[src/rtl/uart_tx_mport.sv]
// Multi-port memory-mapped UART transmitter: up to NPORTS byte stores per cycle
// are queued in a DEPTH-entry FIFO and sent as contiguous 8N1 frames on uart_tx.
module uart_tx_mport #(
   parameter int NPORTS = 2,
   parameter int DEPTH  = 16,
   parameter int DIV    = 868
) (
   input  logic                       clk,
   input  logic                       rst,
   input  logic [NPORTS-1:0]          wr_en,
   input  logic [8*NPORTS-1:0]        wr_data,
   output logic                       full,
   output logic [$clog2(DEPTH+1)-1:0] count,
   output logic                       busy,
   output logic                       overflow,
   output logic                       uart_tx
);
   localparam int AW = $clog2(DEPTH);
   localparam int CW = $clog2(DEPTH+1);
   localparam int DW = $clog2(DIV);

   typedef enum logic [1:0] {IDLE, START, DATA, STOP} TxState;

   TxState            r_state;
   TxState            w_nextState;
   logic [7:0]        r_mem [DEPTH];
   logic [AW-1:0]     r_head;
   logic [AW-1:0]     r_tail;
   logic [CW-1:0]     r_count;
   logic              r_full;
   logic              r_overflow;
   logic              r_tx;
   logic [7:0]        r_sh;
   logic [2:0]        r_bitCnt;
   logic [DW-1:0]     r_div;

   logic              w_pop;
   logic              w_txNext;
   logic [2:0]        w_bitNext;
   logic [DW-1:0]     w_divNext;
   logic              w_divEnd;
   logic [CW-1:0]     w_free;
   logic [CW-1:0]     w_acc;
   logic [CW-1:0]     w_countNext;
   logic              w_drop;
   logic [NPORTS-1:0] w_wrOk;
   logic [AW-1:0]     w_wrAddr [NPORTS];

   assign w_divEnd = (r_div == DW'(DIV - 1));

   always_ff @(posedge clk or negedge rst) begin
      if (!rst) r_state <= IDLE;
      else      r_state <= w_nextState;
   end

   // A pop happens on leaving IDLE or at the end of STOP, so frames chain with no gap
   always_comb begin
      w_nextState = r_state;
      w_pop       = 1'b0;
      w_txNext    = r_tx;
      w_bitNext   = r_bitCnt;
      w_divNext   = r_div + DW'(1);
      unique case (r_state)
         IDLE: begin
            w_divNext = '0;
            if (r_count != '0) begin
               w_pop       = 1'b1;
               w_txNext    = 1'b0;
               w_nextState = START;
            end
         end
         START: begin
            if (w_divEnd) begin
               w_divNext   = '0;
               w_bitNext   = '0;
               w_txNext    = r_sh[0];
               w_nextState = DATA;
            end
         end
         DATA: begin
            if (w_divEnd) begin
               w_divNext = '0;
               if (r_bitCnt == 3'd7) begin
                  w_txNext    = 1'b1;
                  w_nextState = STOP;
               end else begin
                  w_bitNext = r_bitCnt + 3'd1;
                  w_txNext  = r_sh[r_bitCnt + 3'd1];
               end
            end
         end
         STOP: begin
            if (w_divEnd) begin
               w_divNext = '0;
               if (r_count != '0) begin
                  w_pop       = 1'b1;
                  w_txNext    = 1'b0;
                  w_nextState = START;
               end else begin
                  w_nextState = IDLE;
               end
            end
         end
         default: w_nextState = IDLE;
      endcase
   end

   // Lower ports claim free slots first; a slot freed by this cycle's pop is usable
   always_comb begin
      w_free = CW'(DEPTH) - r_count + CW'(w_pop);
      w_acc  = '0;
      w_drop = 1'b0;
      for (int i = 0; i < NPORTS; i++) begin
         w_wrOk[i]   = 1'b0;
         w_wrAddr[i] = r_tail + w_acc[AW-1:0];
         if (wr_en[i]) begin
            if (w_acc < w_free) begin
               w_wrOk[i] = 1'b1;
               w_acc     = w_acc + CW'(1);
            end else begin
               w_drop = 1'b1;
            end
         end
      end
      w_countNext = r_count + w_acc - CW'(w_pop);
   end

   always_ff @(posedge clk) begin
      for (int i = 0; i < NPORTS; i++) begin
         if (w_wrOk[i]) r_mem[w_wrAddr[i]] <= wr_data[8*i +: 8];
      end
   end

   always_ff @(posedge clk or negedge rst) begin
      if (!rst) begin
         r_head     <= '0;
         r_tail     <= '0;
         r_count    <= '0;
         r_full     <= 1'b0;
         r_overflow <= 1'b0;
         r_tx       <= 1'b1;
         r_sh       <= '0;
         r_bitCnt   <= '0;
         r_div      <= '0;
      end else begin
         if (w_pop) begin
            r_sh   <= r_mem[r_head];
            r_head <= r_head + AW'(1);
         end
         r_tail     <= r_tail + w_acc[AW-1:0];
         r_count    <= w_countNext;
         r_full     <= (w_countNext > CW'(DEPTH - NPORTS));
         r_overflow <= r_overflow | w_drop;
         r_tx       <= w_txNext;
         r_bitCnt   <= w_bitNext;
         r_div      <= w_divNext;
      end
   end

   assign full     = r_full;
   assign count    = r_count;
   assign overflow = r_overflow;
   assign uart_tx  = r_tx;
   assign busy     = (r_state != IDLE) || (r_count != '0);

endmodule

[config.mk]
export PLATFORM = sky130hd
export DESIGN_NAME = uart_tx_mport
export DESIGN_NICKNAME = d
export VERILOG_FILES = /design/src/rtl/uart_tx_mport.sv
export SDC_FILE = /design/constraint.sdc
export NUM_CORES = 1
export LEC_CHECK = 0
export ABC_AREA = 1
export CAP_MARGIN = 20
export CORE_MARGIN = 8
export CORE_UTILIZATION = 30
export DETAILED_ROUTE_END_ITERATION = 6
export DONT_BUFFER_PORTS = 1
export GPL_TIMING_DRIVEN = 0
export SLEW_MARGIN = 20
export SYNTH_ARGS = -nofsm -noshare
export SYNTH_HDL_FRONTEND = slang
export SYNTH_SLANG_ARGS = --single-unit
[constraint.sdc]
create_clock -name clk -period 4.5 [get_ports clk]
set_input_delay 1.35 -clock clk [delete_from_list [all_inputs] [get_ports clk]]
set_output_delay 1.35 -clock clk [all_outputs]
set_load 0.05 [all_outputs]
# Word level (Yosys, flattened, before mapping)
# Memory sizes are Yosys's and may differ from the RTL's. A register that Yosys moved wholly into a read port is not among the register bits.
# Index checks and enable logic that the tools add are counted.
[word_totals]
memories = 1
ramBits = 128
elab_cells = 86
output_inout_bits = 9
reg_bits = 31
input_bits = 20
[memory_table]
columns = ["memory", "words", "word_bits", "rd", "rd_ports_with_merged_regs", "wr", "line_no", "source"]
rows = [
  ["r_mem", 16, 8, 1, 1, 2, "26", "logic [7:0] r_mem [DEPTH];"],
]
[op_classes]
magnitude_cmp = 4
muxes = 40
n_eq_ne = 11
n_bitwise = 1
n_reduce_logical = 10
add_sub_neg = 10
[op_table]
columns = ["operator", "n"]
rows = [
  ["1-bit two-way mux", 23],
  ["10-bit one-hot mux with 2 select lines", 1],
  ["2-bit != test (second input constant)", 6],
  ["10-bit by 1-bit adder with 10-bit output (second input constant)", 1],
  ["10-bit equality test (second input constant)", 1],
  ["10-bit two-way mux", 1],
  ["2-bit two-way mux", 5],
  ["5-bit two-way mux", 2],
  ["3-bit two-way mux", 3],
  ["4-bit adder", 2],
  ["2-bit one-hot mux with 4 select lines", 1],
  ["3-bit one-hot mux with 2 select lines", 1],
  ["5-bit by 1-bit adder with 5-bit output", 1],
  ["5-bit by 1-bit adder with 5-bit output (second input constant)", 1],
  ["5-bit adder", 1],
  ["5-bit by 4-bit > comparator with 1-bit output (second input constant)", 1],
  ["1-bit by 5-bit < comparator with 1-bit output (first input constant)", 1],
  ["5-bit < comparator", 1],
  ["5-bit AND reduction", 1],
  ["5-bit nonzero test", 1],
  ["5-bit by 1-bit subtractor with 5-bit output", 1],
  ["5-bit subtractor (first input constant)", 1],
  ["4-bit by 1-bit adder with 4-bit output (second input constant)", 1],
  ["2-bit equality test (second input constant)", 2],
  ["15 further kinds", 16],
]

# Logic depth before layout (Yosys ltp)
[logic_depth]
ltp_word = 14
mapped_depth = 27
depth_no_buf = 26

# Least setup slack after synthesis
# No wires, ideal clock.
[synth_path]
path_kind = "reg2reg"
start = "register r_count[2], in the netlist count[2]"
end = "memory r_mem[13][0] (enable)"
required_ps = 4171
synth_period_minus_slack_ps = 4532
stages_incl_launch_ff = 26
setup_slack_ps = -32
n_path_buf = 2
t_arrival_ps = 4203
setup_ps = 329
path_cell_list = "dfrtp_1 > inv_1 > ha_1 > nand3_1 > inv_1 > nor2_1 > nand2_1 > buf_2 > ha_1 > inv_1 > ha_1 > a21oi_1 > nand2_1 > nor2_2 > nand2_1 > nor2_1 > nor2_2 > buf_4 > ha_1 > ha_1 > xnor2_4 > inv_2 > nand3_4 > nor2_4 > nand3_4 > nand2_1"
[synth_lines]
columns = ["item", "line_no", "source"]
rows = [
  ["from (decl)", "29", "logic [CW-1:0] r_count;"],
  ["from (signal assigned)", "151", "r_count <= w_countNext;"],
  ["to (decl)", "26", ""],
]

==> impl_metrics.tcl <==
set metrics [dict create \
    worst_ep_required_time_ns 4.64 \
    gp_routability_congestion 0.935 \
    crit-reg2reg-capture "r_mem[10][4]$_DFFE_PP_" \
    ys_seq_area_share_pct 47.0 \
    hold_class "register to register" \
    drt_iter0_markers 1297 \
    final_core_util_pct 35.4 \
    netlist_area_um2 10300 \
    async_flop_share_pct 23.4 \
    cts_tree "yes" \
    dpl_worst_slack_ns -1.18 \
    synth_nets 1290 \
    grt_usage_pct 17.1 \
    setup_violations 0 \
    vias 9347 \
    r2r-start "count[2]$_DFF_PN0_" \
    die_x_um 201 \
    grt_overflow_total 0 \
    cp_slowest_cell "dfrtp_2" \
    power.leakage_nw 4.86 \
    hpwl_um 24800 \
    syn_area_per_cell_um2 8.23 \
    maxSlewViolCount 0 \
    ir_worst_vdd_mv 0.213 \
    path_max_fanout 11 \
    hold_depth 2 \
    ys_ff_latch 167 \
    drt_pass1_iterations 5 \
    final_nets 1339 \
    drt-wirelength-per-cell_um 20.2 \
    skew_ns 0.0167 \
    worstHoldStart "r_sh[7]$_DFFE_PN0P_" \
    clk_pin_slew_ns 0.07 \
    min_to "r_sh[7]$_DFFE_PN0P_" \
    critPathLaunchType "register" \
    crit_arrival_ns 4.41 \
    io_pins 29 \
    ant_nets 0 \
    rows 67 \
    yosys_most_used_dff "edfxtp_1" \
    slowest_delay_ns 0.57 \
    fmax_mhz 234 \
    viasPerCell 5.32 \
    cts_buffer_depth 2 \
    finalHoldViolations 0 \
    clk_latency_ns 0.44 \
    crit_chain "inv_2 > ha_4 > nand3_2 > inv_1 > nor2_1 > nand2_1 > buf_6 > ha_1 > inv_2 > ha_2 > a21oi_1 > nand2_1 > nor2_4 > nand2_2 > nor2_4 > nor2_4 > ha_4 > ha_4 > xnor2_4 > nand3_4 > nor2_4 > nand3_4 > nand2_8" \
    most-common-layout-cells "424 x nand2_1, 134 x nand4_1, 132 x nor2_1, 128 x edfxtp_1, 67 x nand3_1" \
    num_antenna_cells 0 \
    endpoint_kind "register" \
    area_growth_pct 16.1 \
    clock-sinks 167 \
    layout_commonest_cell "nand2_1" \
    synth_edf_count 128 \
    worstSetupPathType "register to register" \
    routed_wl_um 35600 \
    period_share_pct 94.8 \
    antenna_found_initial 0 \
    grt_pass1_vias 9122 \
    r2r_slack_ns 0.23 \
    fin_ws_ns 0.233 \
    min_period_ns 4.27 \
    dieArea_um2 40400 \
    ys_types 39 \
    fp.dieH_um 201 \
    postSynthCellCount 1246 \
    fillers 3463 \
    powerDensity_nw_per_um2 677 \
    htree_num_levels 4 \
    maxCapViolCount 0 \
    grt_pass1_wl_um 53400 \
    yosys_warnings 0 \
    core_area_um2 33600 \
    grt_max_degree 40 \
    root_buffer "clkbuf_16" \
    port_buffers 0 \
    status "finished, final reports clean" \
    worst-r2r-cell-count 23 \
    initial_utilization_pct 30.5 \
    cts_inserted_buffers 17 \
    drc_errors 0 \
    path_common_cell "nor2_4" \
    worst_slew_pin_slew_ns 0.950 \
    maxSlewHeadroom_pct 36.7 \
    layout-drive-gt1-share_pct 14.2 \
]
Yosys cell counts, types with 22 or more instances:
cell	count	share of area (%)
nand2_1	446	16
nand4_1	134	8.2
nor2_1	133	4.9
edfxtp_1	128	37
nand3_1	68	3.3
o21ai_0	58	2.8
inv_1	42	1.5
dfrtp_1	38	9.3
clkbuf_1	31	1.1
buf_1	26	0.95
buf_2	23	1.1
ha_1	22	2.7
metrics by stage:
stage	cell area, um2	setup TNS (ns)	cells	hold WS (ns)	total power, mW
after global routing	11900	-0.0487	1756	0.509	8.48
after CTS	11800	0	1748	0.484	7.87
after global placement	10800	-208.80	1694	0.471	6.11
after floorplan	10300	0	1246	0.449	5.01
final	11900	0	1756	0.482	8.06
after detailed placement	10800	-234.39	1694	0.466	6.16
kinds of logic after synthesis:
kind of cell,synth area share [%]
compound gates,3.71
fa+ha+maj,3.07
xor+xnor,1.04
buf+inv,6.28
flops,47.0
simple gates,38.9
final cells by class:
type | instances | area [um2] | share of cell area (%)
tap | 448 | 561 | 4.71
buffer | 92 | 463 | 3.89
clock buffer | 17 | 425 | 3.57
multi-input combinational | 942 | 5090 | 42.8
clock inverter | 15 | 160 | 1.34
inverter | 48 | 180 | 1.51
sequential | 167 | 4820 | 40.5
timing repair buffer | 27 | 203 | 1.70
state kept, by name, indices dropped and copies added, names as in the netlist:
register and flops:
r_state 2, count 5, full 1, r_mem 128
r_div 10, overflow 1, r_head 4, r_tail 4
uart_tx 1, r_sh 8, r_bitCnt 3
worst max path at each step:
stage / start / to / depth (start not counted)
final: count[2]$_DFF_PN0_ / r_mem[10][4]$_DFFE_PP_ / 23
after global routing: count[2]$_DFF_PN0_ / full$_DFF_PN0_ / 26
after CTS: count[3]$_DFF_PN0_ / r_mem[11][0]$_DFFE_PP_ / 24
after detailed placement: count[3]$_DFF_PN0_ / r_mem[14][2]$_DFFE_PP_ / 24
after global placement: count[3]$_DFF_PN0_ / r_mem[13][5]$_DFFE_PP_ / 24
after floorplan: count[3]$_DFF_PN0_ / r_mem[13][0]$_DFFE_PP_ / 25
timing repair:
action / 4_1_cts / 5_1_grt
setup endpoints to repair: 260 / 259
hold buffers: 0 / 0
setup buffers: 20 / 7
pin swaps: 21 / 16
gates resized for setup: 53 / 16
cloned: 2 / 2
layer usage:
metal  wire [um]  track usage, %  vias up  share of wire (%)
met2       16100            27.0      510                 45
met1       13900            21.2     4379                 39
met3        3660            4.11      106                 10
li1            -               -     4352                  -
met5           0               0        -                  0
met4        1900            9.99        0                5.4
worst max-delay path: cells and delay by family (launching register included):
family	cells	cell delay [ns]
AO/OA/AOI/OAI	1	0.12
XOR/XNOR	1	0.22
adder cells (fa/ha/maj)	5	1.00
buffers and inverters	4	0.40
flip-flops	1	0.57
AND/OR/NAND/NOR	12	1.63
power by group:
part | internal (mW) | total [mW] | switching (mW)
Combinational | 1.26 | 4.12 | 2.87
Clock | 0.744 | 1.47 | 0.730
Sequential | 2.15 | 2.46 | 0.306
Total | 4.16 | 8.06 | 3.90
Power figures use the tool's default switching activity.
